### config.mk
export PLATFORM = sky130hd
export DESIGN_NAME = uart_tx_arbiter_flat
export DESIGN_NICKNAME = d
export VERILOG_FILES = /design/src/rtl/uart_pkg.sv /design/src/rtl/uart_tx_arbiter_if.sv /design/src/rtl/uart_rr_pick.sv /design/src/rtl/uart_tx_arbiter.sv /design/src/flat_wrapper.sv
export SDC_FILE = /design/constraint.sdc
export NUM_CORES = 1
export LEC_CHECK = 0
export CAP_MARGIN = 20
export CORE_MARGIN = 4
export CORE_UTILIZATION = 30
export DETAILED_ROUTE_END_ITERATION = 10
export HOLD_SLACK_MARGIN = 0.1
export PLACE_DENSITY = 0.7
export REMOVE_ABC_BUFFERS = 1
export SETUP_SLACK_MARGIN = 0.3
export SLEW_MARGIN = 10
export SYNTH_ARGS = -nofsm -noshare
export SYNTH_HDL_FRONTEND = slang
export SYNTH_SLANG_ARGS = --single-unit
### constraint.sdc
create_clock -name clk_i -period 1.7 [get_ports clk_i]
set_input_delay 0.51 -clock clk_i [delete_from_list [all_inputs] [get_ports clk_i]]
set_output_delay 0.51 -clock clk_i [all_outputs]
set_load 0.1 [all_outputs]
### src/rtl/uart_pkg.sv
// Shared types and constants for the uart_tx_arbiter slice.
package uart_pkg;

  typedef enum logic [1:0] {
    IDLE      = 2'd0,
    LAUNCH    = 2'd1,
    WAIT_DONE = 2'd2
  } arb_state_e;

  localparam int unsigned DEF_CLKS_PER_BIT = 87;

  // Watchdog counter width able to hold values up to clks.
  function automatic int unsigned timeout_w(input int unsigned clks);
    return $clog2(clks + 1);
  endfunction

endpackage

### src/rtl/uart_tx_arbiter_if.sv
// Requester and transmitter bus of uart_tx_arbiter.
// master = arbiter side; slave = byte producers plus the uart_tx2 instance.
interface uart_tx_arbiter_if #(
  parameter int unsigned N_REQ = 4
) ();

  logic [N_REQ-1:0]   req_valid;
  logic [8*N_REQ-1:0] req_byte;
  logic [N_REQ-1:0]   req_last;
  logic [N_REQ-1:0]   req_ready;
  logic [N_REQ-1:0]   grant;
  logic               tx_dv;
  logic [7:0]         tx_byte;
  logic               tx_done;
  logic               busy;
  logic               err;

  modport master (
    input  req_valid, req_byte, req_last, tx_done,
    output req_ready, grant, tx_dv, tx_byte, busy, err
  );

  modport slave (
    output req_valid, req_byte, req_last, tx_done,
    input  req_ready, grant, tx_dv, tx_byte, busy, err
  );

endinterface

### src/rtl/uart_rr_pick.sv
// Combinational round-robin picker: first set request scanning upward from ptr_i with wrap,
// or only lock_idx_i when lock_en_i is set.
module uart_rr_pick #(
  parameter int unsigned N_REQ = 4,
  parameter int unsigned PTR_W = 2
) (
  input  logic [N_REQ-1:0] req_i,
  input  logic [PTR_W-1:0] ptr_i,
  input  logic             lock_en_i,
  input  logic [PTR_W-1:0] lock_idx_i,
  output logic [PTR_W-1:0] win_c_o,
  output logic             valid_c_o
);

  logic [PTR_W-1:0] cand_c;

  always_comb begin
    win_c_o   = '0;
    valid_c_o = 1'b0;
    cand_c    = '0;
    if (lock_en_i) begin
      win_c_o   = lock_idx_i;
      valid_c_o = req_i[lock_idx_i];
    end else begin
      // Modulo keeps the wrap correct for non-power-of-2 N_REQ.
      for (int unsigned i = 0; i < N_REQ; i++) begin
        cand_c = PTR_W'((32'(ptr_i) + i) % N_REQ);
        if (!valid_c_o && req_i[cand_c]) begin
          win_c_o   = cand_c;
          valid_c_o = 1'b1;
        end
      end
    end
  end

endmodule

### src/rtl/uart_tx_arbiter.sv
// Round-robin arbiter sharing one uart_tx2 between N_REQ byte producers, with a DONE watchdog.
// Optional frame lock enabled by defining UART_ARB_LOCK_EN.
module uart_tx_arbiter
  import uart_pkg::*;
#(
  parameter int unsigned N_REQ        = 4,
  parameter int unsigned CLKS_PER_BIT = DEF_CLKS_PER_BIT,
  parameter int unsigned TIMEOUT_CLKS = 12 * CLKS_PER_BIT
) (
  input  logic              clk_i,
  input  logic              rst_i,
  uart_tx_arbiter_if.master bus
);

  localparam int unsigned PTR_W = $clog2(N_REQ);
  localparam int unsigned WD_W  = timeout_w(TIMEOUT_CLKS);
  // Watchdog value whose increment reaches TIMEOUT_CLKS-1.
  localparam logic [WD_W-1:0] WD_LAST = WD_W'(TIMEOUT_CLKS - 2);
  localparam logic [PTR_W-1:0] PTR_MAX = PTR_W'(N_REQ - 1);

  arb_state_e       state_q, state_d;
  logic [PTR_W-1:0] ptr_q, ptr_d;
  logic [PTR_W-1:0] win_q, win_d;
  logic [WD_W-1:0]  wdog_q, wdog_d;
  logic [N_REQ-1:0] grant_q, grant_d;
  logic [N_REQ-1:0] req_ready_q, req_ready_d;
  logic             tx_dv_q, tx_dv_d;
  logic [7:0]       tx_byte_q, tx_byte_d;
  logic             busy_q, busy_d;
  logic             err_q, err_d;

  logic [PTR_W-1:0] pick_win_c;
  logic             pick_valid_c;
  logic [7:0]       byte_sel_c;
  logic [PTR_W-1:0] next_ptr_c;
  logic [N_REQ-1:0] onehot_c;
  logic             lock_en_c;

`ifdef UART_ARB_LOCK_EN
  // The locked requester is always the last winner, so win_q doubles as the lock index.
  logic lock_q, lock_d;
  assign lock_en_c = lock_q;
`else
  logic unused_last_c;
  assign lock_en_c     = 1'b0;
  assign unused_last_c = ^bus.req_last;
`endif

  uart_rr_pick #(
    .N_REQ (N_REQ),
    .PTR_W (PTR_W)
  ) u_pick (
    .req_i      (bus.req_valid),
    .ptr_i      (ptr_q),
    .lock_en_i  (lock_en_c),
    .lock_idx_i (win_q),
    .win_c_o    (pick_win_c),
    .valid_c_o  (pick_valid_c)
  );

  // Byte lane of the current pick.
  always_comb begin
    byte_sel_c = '0;
    for (int unsigned k = 0; k < N_REQ; k++) begin
      if (pick_win_c == PTR_W'(k)) byte_sel_c = bus.req_byte[8*k +: 8];
    end
  end

  assign onehot_c   = N_REQ'(1) << pick_win_c;
  assign next_ptr_c = (win_q == PTR_MAX) ? '0 : win_q + PTR_W'(1);

  always_ff @(posedge clk_i) begin
    if (rst_i) begin
      state_q     <= IDLE;
      ptr_q       <= '0;
      win_q       <= '0;
      wdog_q      <= '0;
      grant_q     <= '0;
      req_ready_q <= '0;
      tx_dv_q     <= 1'b0;
      tx_byte_q   <= 8'h00;
      busy_q      <= 1'b0;
      err_q       <= 1'b0;
`ifdef UART_ARB_LOCK_EN
      lock_q      <= 1'b0;
`endif
    end else begin
      state_q     <= state_d;
      ptr_q       <= ptr_d;
      win_q       <= win_d;
      wdog_q      <= wdog_d;
      grant_q     <= grant_d;
      req_ready_q <= req_ready_d;
      tx_dv_q     <= tx_dv_d;
      tx_byte_q   <= tx_byte_d;
      busy_q      <= busy_d;
      err_q       <= err_d;
`ifdef UART_ARB_LOCK_EN
      lock_q      <= lock_d;
`endif
    end
  end

  // Next state; pulse outputs are set on the transition into the cycle where they must be high.
  always_comb begin
    state_d     = state_q;
    ptr_d       = ptr_q;
    win_d       = win_q;
    wdog_d      = wdog_q;
    grant_d     = grant_q;
    tx_byte_d   = tx_byte_q;
    req_ready_d = '0;
    tx_dv_d     = 1'b0;
    busy_d      = 1'b0;
    err_d       = 1'b0;
`ifdef UART_ARB_LOCK_EN
    lock_d      = lock_q;
`endif
    case (state_q)
      IDLE: begin
        if (pick_valid_c) begin
          state_d     = LAUNCH;
          win_d       = pick_win_c;
          grant_d     = onehot_c;
          tx_byte_d   = byte_sel_c;
          tx_dv_d     = 1'b1;
          req_ready_d = onehot_c;
          busy_d      = 1'b1;
        end
      end
      LAUNCH: begin
        state_d = WAIT_DONE;
        wdog_d  = '0;
        busy_d  = 1'b1;
`ifdef UART_ARB_LOCK_EN
        lock_d  = ~bus.req_last[win_q];
`endif
      end
      WAIT_DONE: begin
        busy_d = 1'b1;
        wdog_d = wdog_q + WD_W'(1);
        if (bus.tx_done) begin
          state_d = IDLE;
          ptr_d   = next_ptr_c;
          grant_d = '0;
          busy_d  = 1'b0;
        end else if (wdog_q == WD_LAST) begin
          state_d = IDLE;
          ptr_d   = next_ptr_c;
          grant_d = '0;
          busy_d  = 1'b0;
          err_d   = 1'b1;
`ifdef UART_ARB_LOCK_EN
          lock_d  = 1'b0;
`endif
        end
      end
      default: state_d = IDLE;
    endcase
  end

  assign bus.req_ready = req_ready_q;
  assign bus.grant     = grant_q;
  assign bus.tx_dv     = tx_dv_q;
  assign bus.tx_byte   = tx_byte_q;
  assign bus.busy      = busy_q;
  assign bus.err       = err_q;

endmodule

### src/flat_wrapper.sv
// flat-port wrapper written by rule: the top's interface ports become plain ports
module uart_tx_arbiter_flat import uart_pkg::*;
#(
  parameter int unsigned N_REQ        = 4,
  parameter int unsigned CLKS_PER_BIT = DEF_CLKS_PER_BIT,
  parameter int unsigned TIMEOUT_CLKS = 12 * CLKS_PER_BIT
)
  (clk_i, rst_i, bus_req_valid, bus_req_byte, bus_req_last, bus_tx_done, bus_req_ready, bus_grant, bus_tx_dv, bus_tx_byte, bus_busy, bus_err);
  uart_tx_arbiter_if #(.N_REQ(N_REQ)) bus_i ();
  input  logic clk_i;
  input  logic rst_i;
  input wire logic [$bits(bus_i.req_valid)-1:0] bus_req_valid;
  input wire logic [$bits(bus_i.req_byte)-1:0] bus_req_byte;
  input wire logic [$bits(bus_i.req_last)-1:0] bus_req_last;
  input wire logic [$bits(bus_i.tx_done)-1:0] bus_tx_done;
  output wire logic [$bits(bus_i.req_ready)-1:0] bus_req_ready;
  output wire logic [$bits(bus_i.grant)-1:0] bus_grant;
  output wire logic [$bits(bus_i.tx_dv)-1:0] bus_tx_dv;
  output wire logic [$bits(bus_i.tx_byte)-1:0] bus_tx_byte;
  output wire logic [$bits(bus_i.busy)-1:0] bus_busy;
  output wire logic [$bits(bus_i.err)-1:0] bus_err;
  assign bus_i.req_valid = bus_req_valid;
  assign bus_i.req_byte = bus_req_byte;
  assign bus_i.req_last = bus_req_last;
  assign bus_i.tx_done = bus_tx_done;
  assign bus_req_ready = bus_i.req_ready;
  assign bus_grant = bus_i.grant;
  assign bus_tx_dv = bus_i.tx_dv;
  assign bus_tx_byte = bus_i.tx_byte;
  assign bus_busy = bus_i.busy;
  assign bus_err = bus_i.err;
  uart_tx_arbiter #(.N_REQ(N_REQ), .CLKS_PER_BIT(CLKS_PER_BIT), .TIMEOUT_CLKS(TIMEOUT_CLKS)) u_core (.clk_i(clk_i), .rst_i(rst_i), .bus(bus_i));
endmodule
==> results.toml <==
[critical_path]
required_ns = 1.88
crit_type = "reg2reg"
critPathMaxFanout = 4
rrSetupSlack_ns = 0.02
critPathBufInv = 1
cp_top_family = "compound AO/OA/AOI/OAI gates"
cp_slowest_cell = "dfxtp_2"
slowest_delay_ns = 0.32
arrival_ns = 1.86
endpoint_kind = "flop"
path_cells = "inv_1 -> ha_1 -> nor2b_2 -> a41oi_4 -> a21o_1 -> o21ba_4 -> a22o_1"
rr_startpoint = "u_core.wdog_q[0]$_SDFFE_PP0P_"
r2r_end = "u_core.bus.grant[1]$_SDFFE_PP0P_"
crit_path_start_kind = "flop"
r2r_cells = 7

[pwr]
switching_share_pct = 36.96
peakVddDrop_uv = 439.5
p_seq_share_pct = 34.3
leakage_nw = 1.293
p_switching_mw = 1.064
power_frac_clock_pct = 21.6
p_per_area_nw_per_um2 = 862.1
comb_power_share_pct = 44.2
p_int_mw = 1.814

[timing]
tightest_slew_ns = 0.3155
hold_viol = 0
slew_headroom_pct = 78.88
finalCritPeriodShare_pct = 99.11
skew_ns = 0.004427
maxSlewViolCount = 0
setup_violations = 0
rsz0062_at_grt = "yes"
clock.fmax_mhz = 593.5
holdWs_ns = 0.5189
finalCriticalPeriod_ns = 1.685

[clock_network]
clockBufferDepth = 2
clock_sinks = 36
cts_buffers = 5
cts_tree = "yes"
htree_num_levels = 2
insertion_delay_ns = 0.28
clockRootBuffer = "clkbuf_8"
path_clk_slew_ns = 0.07
holdBufCountCts = 0

[detailed_routing]
firstDrtPassIters = 4
routed_via_density = 4.879
vias = 1693
drtAntennaViolNets = 0
drt-total-wl_um = 5400
drc = 0
wl_per_cell_um = 15.56
drt_iter0_drc = 75

[global_route]
overflow = 0
antenna_found_initial = 0
first_global_vias = 1705
groute.usage.overall_pct = 13.78
grt_max_degree = 12
grt_pass1_wl_um = 7997

[finish]
areaGrowthSynthToFinish_pct = 90.16
final_nets = 325
diodes = 0
drive_gt1_share_pct = 46.55
fin_area_um2 = 3338

[hold_path]
hold_path.class = "reg2reg"
holdCritStartpoint = "u_core.win_q[1]$_SDFFE_PP0P_"
hold_end = "u_core.win_q[1]$_SDFFE_PP0P_"
holdPathStages = 2

[run]
maxCapViolCount = 0

[floorplanning]
core.rowCount = 27
die_area_um2 = 7139
die_w_um = 84.50
initial_utilization_pct = 31.49
core_area_um2 = 5574
boundaryPins = 62
die_h_um = 84.50

[place]
hpwl_um = 3485
placed_area_um2 = 2799
place_congestion = 0.7314
portBuffers = 57

[logic_synthesis]
ys_ff_latch = 36
netlist_instances = 183
yosysWarnings = 0
avgSynthCellArea_um2 = 9.593
netlist_area_um2 = 1755
synth_cell_types = 34
synth_seq_area_share_pct = 41.05

[run_status]
status = "finished clean"
==> routing by layer <==
| layer | global-route usage [%] | up-vias | routed length, um |
|---|---|---|---|
| met2 | 25.48 | 36 | 2972 |
| met3 | 3.238 | 5 | 209 |
| met1 | 15.47 | 814 | 2150 |
| met4 | 4.317 | 0 | 68 |
| li1 | - | 838 | - |
| met5 | 0 | - | 0 |
==> cell usage after synthesis (all sizes together) <==
library cell / count / area share (%)
nand2b: 4 / 1.4
a41oi: 1 / 0.50
inv: 8 / 1.7
nand4: 3 / 1.1
o21ai: 1 / 0.28
mux2i: 23 / 13
a21oi: 4 / 1.1
xnor2: 2 / 1.0
nor3: 5 / 2.0
o221ai: 8 / 4.0
a21o: 2 / 0.86
nor2b: 2 / 0.71
and4: 1 / 0.50
nor4b: 1 / 1.4
nand3b: 8 / 3.4
o2bb2a: 1 / 0.57
buf: 4 / 1.4
nand2: 7 / 1.5
dfxtp: 36 / 41
o21ba: 1 / 0.57
nand3: 2 / 0.57
a22o: 2 / 1.0
nor4: 1 / 0.36
and3: 4 / 1.4
or3: 1 / 0.36
nor2: 28 / 6.0
ha: 8 / 5.7
clkbuf: 4 / 0.86
a211oi: 1 / 0.43
a32o: 2 / 1.1
xor2: 8 / 4.0
==> kinds of logic (layout without fill, tap and decap cells) <==
family                     count (synthesis)  after routing  synth area share, %
muxes                                     23             23                13.11
adders and majority gates                  8              8                5.702
and+or+nand+nor                           67             67                20.67
DFF                                       36             36                41.05
buffers and inverters                     16            107                3.991
AOI/OAI and AO/OA                         23             24                10.48
xor gates and xnor gates                  10             10                4.990
==> worst max path at each step <==
stage / startpoint / to / slack [ns] / cells past startpoint
3_3_place_gp: bus_req_valid[0] / u_core.bus.tx_byte[0]$_SDFFE_PP0P_ / -0.49 / 7
2_1_floorplan: bus_req_valid[0] / u_core.bus.tx_byte[6]$_SDFFE_PP0P_ / -0.32 / 5
3_5_place_dp: bus_req_valid[0] / u_core.bus.tx_byte[6]$_SDFFE_PP0P_ / -0.54 / 8
5_1_grt: u_core.wdog_q[0]$_SDFFE_PP0P_ / u_core.bus.grant[2]$_SDFFE_PP0P_ / -0.03 / 7
4_1_cts: u_core.wdog_q[5]$_SDFFE_PP0P_ / u_core.bus.grant[2]$_SDFFE_PP0P_ / 0.10 / 5
6_report: u_core.wdog_q[0]$_SDFFE_PP0P_ / u_core.bus.grant[1]$_SDFFE_PP0P_ / 0.02 / 7
==> worst min-delay path: cells and delay by family (launching register included) <==
family           cells  cell delay [ns]
flip-flops           1             0.33
AND/OR/NAND/NOR      1             0.09
multiplexers         1             0.07
==> registers in the layout, summed over array words and instances, names as in the netlist <==
name and flops:
u_core.bus.req_ready 4, u_core.win_q 2, u_core.state_q 2, u_core.bus.tx_byte 8, u_core.bus.grant 4, u_core.bus.busy 1, u_core.bus.tx_dv 1, u_core.wdog_q 11
u_core.bus.err 1, u_core.ptr_q 2
==> final cells by class <==
cell class                      instances  area [um2]
Timing Repair Buffer                   91        1104
Inverter                                8       35.03
Clock buffer                            6       82.58
Fill cell                             446        2236
Tap cell                               72       90.09
Sequential cell                        36       737.0
Clock inverter                          2       10.01
Multi-Input combinational cell        132        1280
==> cell usage in the layout, fill, tap and decap left out, drive strengths merged <==
cell type	n
nor3	5
o2bb2a	1
nor4	1
and4	1
a21oi	4
a41oi	1
buf	56
inv	8
o21ba	1
a32o	2
and3	4
nand2b	4
nor2b	2
or3	1
dlygate4sd2	2
nand4	3
xnor2	2
xor2	8
nand3b	8
a22o	2
nor4b	1
o21ai	1
a21o	3
dfxtp	36
clkdlybuf4s50	32
nand2	7
ha	8
nor2	28
o221ai	8
clkinv	2
clkbuf	7
nand3	2
a211oi	1
mux2i	23
==> stage by stage <==
stage          power, mW  util, %  setup TNS [ns]  setup slack, ns  instances
2_1_floorplan      1.560        -          -3.858          -0.3189        175
3_3_place_gp       2.043    50.21          -8.905          -0.4925        330
3_5_place_dp       2.054    50.21          -9.294          -0.5411        330
4_1_cts            2.764    55.24               0           0.1029        342
5_1_grt            2.993    59.89        -0.06621         -0.02842        347
6_report           2.878    59.89               0          0.01512        347
==> repair_timing <==
action	4_1_cts	5_1_grt
setup endpoints to repair	35	37
gates cloned	1	1
resized for setup	49	59
buffers inserted	3	4
pin swaps	15	16
==> power by group through the flow <==
stage	Combinational (mW)	Clock [mW]	Sequential [mW]
after floorplan	0.239	0	1.32
after global placement	1.05	0	0.993
after detailed placement	1.06	0	0.995
after CTS	1.15	0.638	0.980
after global routing	1.33	0.674	0.992
final	1.27	0.621	0.986
Note: power is estimated with default switching activity, not from simulation.
==> RTL edit, RTL diff (same settings) <==
The 3 states of `arb_state_e` get a one-hot encoding in 3 bits.
--- a/src/rtl/uart_pkg.sv
+++ b/src/rtl/uart_pkg.sv
@@ -1,10 +1,10 @@
 // Shared types and constants for the uart_tx_arbiter slice.
 package uart_pkg;
 
-  typedef enum logic [1:0] {
-    IDLE      = 2'd0,
-    LAUNCH    = 2'd1,
-    WAIT_DONE = 2'd2
+  typedef enum logic [2:0] {
+    IDLE      = 3'b001,
+    LAUNCH    = 3'b010,
+    WAIT_DONE = 3'b100
   } arb_state_e;
 
   localparam int unsigned DEF_CLKS_PER_BIT = 87;
Formal check against the unedited RTL: no difference found for any inputs over 10 cycles, from zero or initial values and one cycle with rst_i high; not proved beyond that.
==> RTL edit against the unedited design <==
  * Synthesized area rose by 4.1%
  * Global-route usage rose by 2.4 points
  * Wire length rose by 13%
  * Total power grew 2.2%
  * Final area grew 1.5%
  * Core utilization down 2.7 points
  * Setup slack gained 57 ps
  * Sequential cell count grew 1
  * Count of clock-buffer cells in the layout unchanged
  * Critical endpoint is now u_core.bus.tx_byte[4]$_SDFFE_PP0P_
  * Largest cell class unchanged
==> RTL edit: results (changes against the unedited design) <==
stage	metric	value	unit	change
critical_path	reg2reg_depth	5		-2
grt	grt_pass1_wl	9.54	mm	+19%
critical_path	arrival	1800	ps	-60 ps
placed_design	place_inst	359		+8.8%
placed_design	dp_hpwl	4.15	mm	+19%
worst_hold_path	hp-start	u_core.win_q[0]$_SDFFE_PP0P_		
timing	worst_slew_pin_slew	330	ps	+14.8 ps
power_and_ir_drop	pg_comb	1.14	mW	-10%
final_layout	final-seq-area	767	sq um	+4.1%
timing	holdWs	471	ps	-47.4 ps
final_layout	synthToLayoutAreaGrowth	85.3	%	
power_and_ir_drop	pg_clk	0.803	mW	+29%
logic_synthesis	syn_area	0.00183	sq mm	+4.1%
power_and_ir_drop	ir_drop	458	uV	+4.2%
critical_path	worstPathMaxFanout	6		+2
final_layout	finalNetCount	346		+6.5%
final_layout	seq_cells	37		+2.8%
run_status	status	finished, final reports clean		
placed_design	pre_cts_ws	-810	ps	-269 ps
final_layout	multi_input_area_share	37.0	%	-1.3 points
power_and_ir_drop	power_leakage	1.36	nW	+5.0%
drt	wl	6.12	mm	+13%
logic_synthesis	seq_area_frac_synth	40.5	%	-0.53 points
final_layout	num-nonclk-inverters	11		+3
power_and_ir_drop	power	2.94	mW	+2.2%
critical_path	critPathKind	in2reg		
grt	track_usage	16.2	%	+2.4 points
logic_synthesis	ys_types	46		+35%
critical_path	regToRegSetupSlack	80	ps	+60 ps
critical_path	rr_startpoint	u_core.ptr_q[1]$_SDFFE_PP0P_		
drt	drt_iter0_markers	88		+17%
drt	via_count	2036		+20%
RTL edit: routing by layer:
metal	vias to the layer above	GRT usage, %	share of wire, %
li1	967	-	-
met1	954	18.1	38
met2	99	28.7	51
met3	16	5.48	9.3
met4	0	5.04	2.2
met5	-	0	0
RTL edit: timing repair:
item                       4_1_cts  5_1_grt
cloned                           4        2
setup endpoints to repair       35       41
buffers inserted                 3        0
gates resized for setup         67       40
pin swaps                       17       18
hold endpoints to repair         0        0
RTL edit: tightest hold or removal path, cell delays in order, from the launching register on:
cell and delay (ps):
dfxtp_1 330, nand2_1 60, nand2_1 40
RTL edit: cell families (layout without fill, tap and decap cells):
logic type | after synthesis | after routing | share of synthesized area (%)
muxes | 3 | 3 | 1.71
buffers and inverters | 19 | 112 | 4.52
and+or+nand+nor | 86 | 89 | 26.1
DFF | 37 | 37 | 40.5
AOI/OAI and AO/OA | 56 | 57 | 25.1
adders and majority gates | 3 | 3 | 2.05
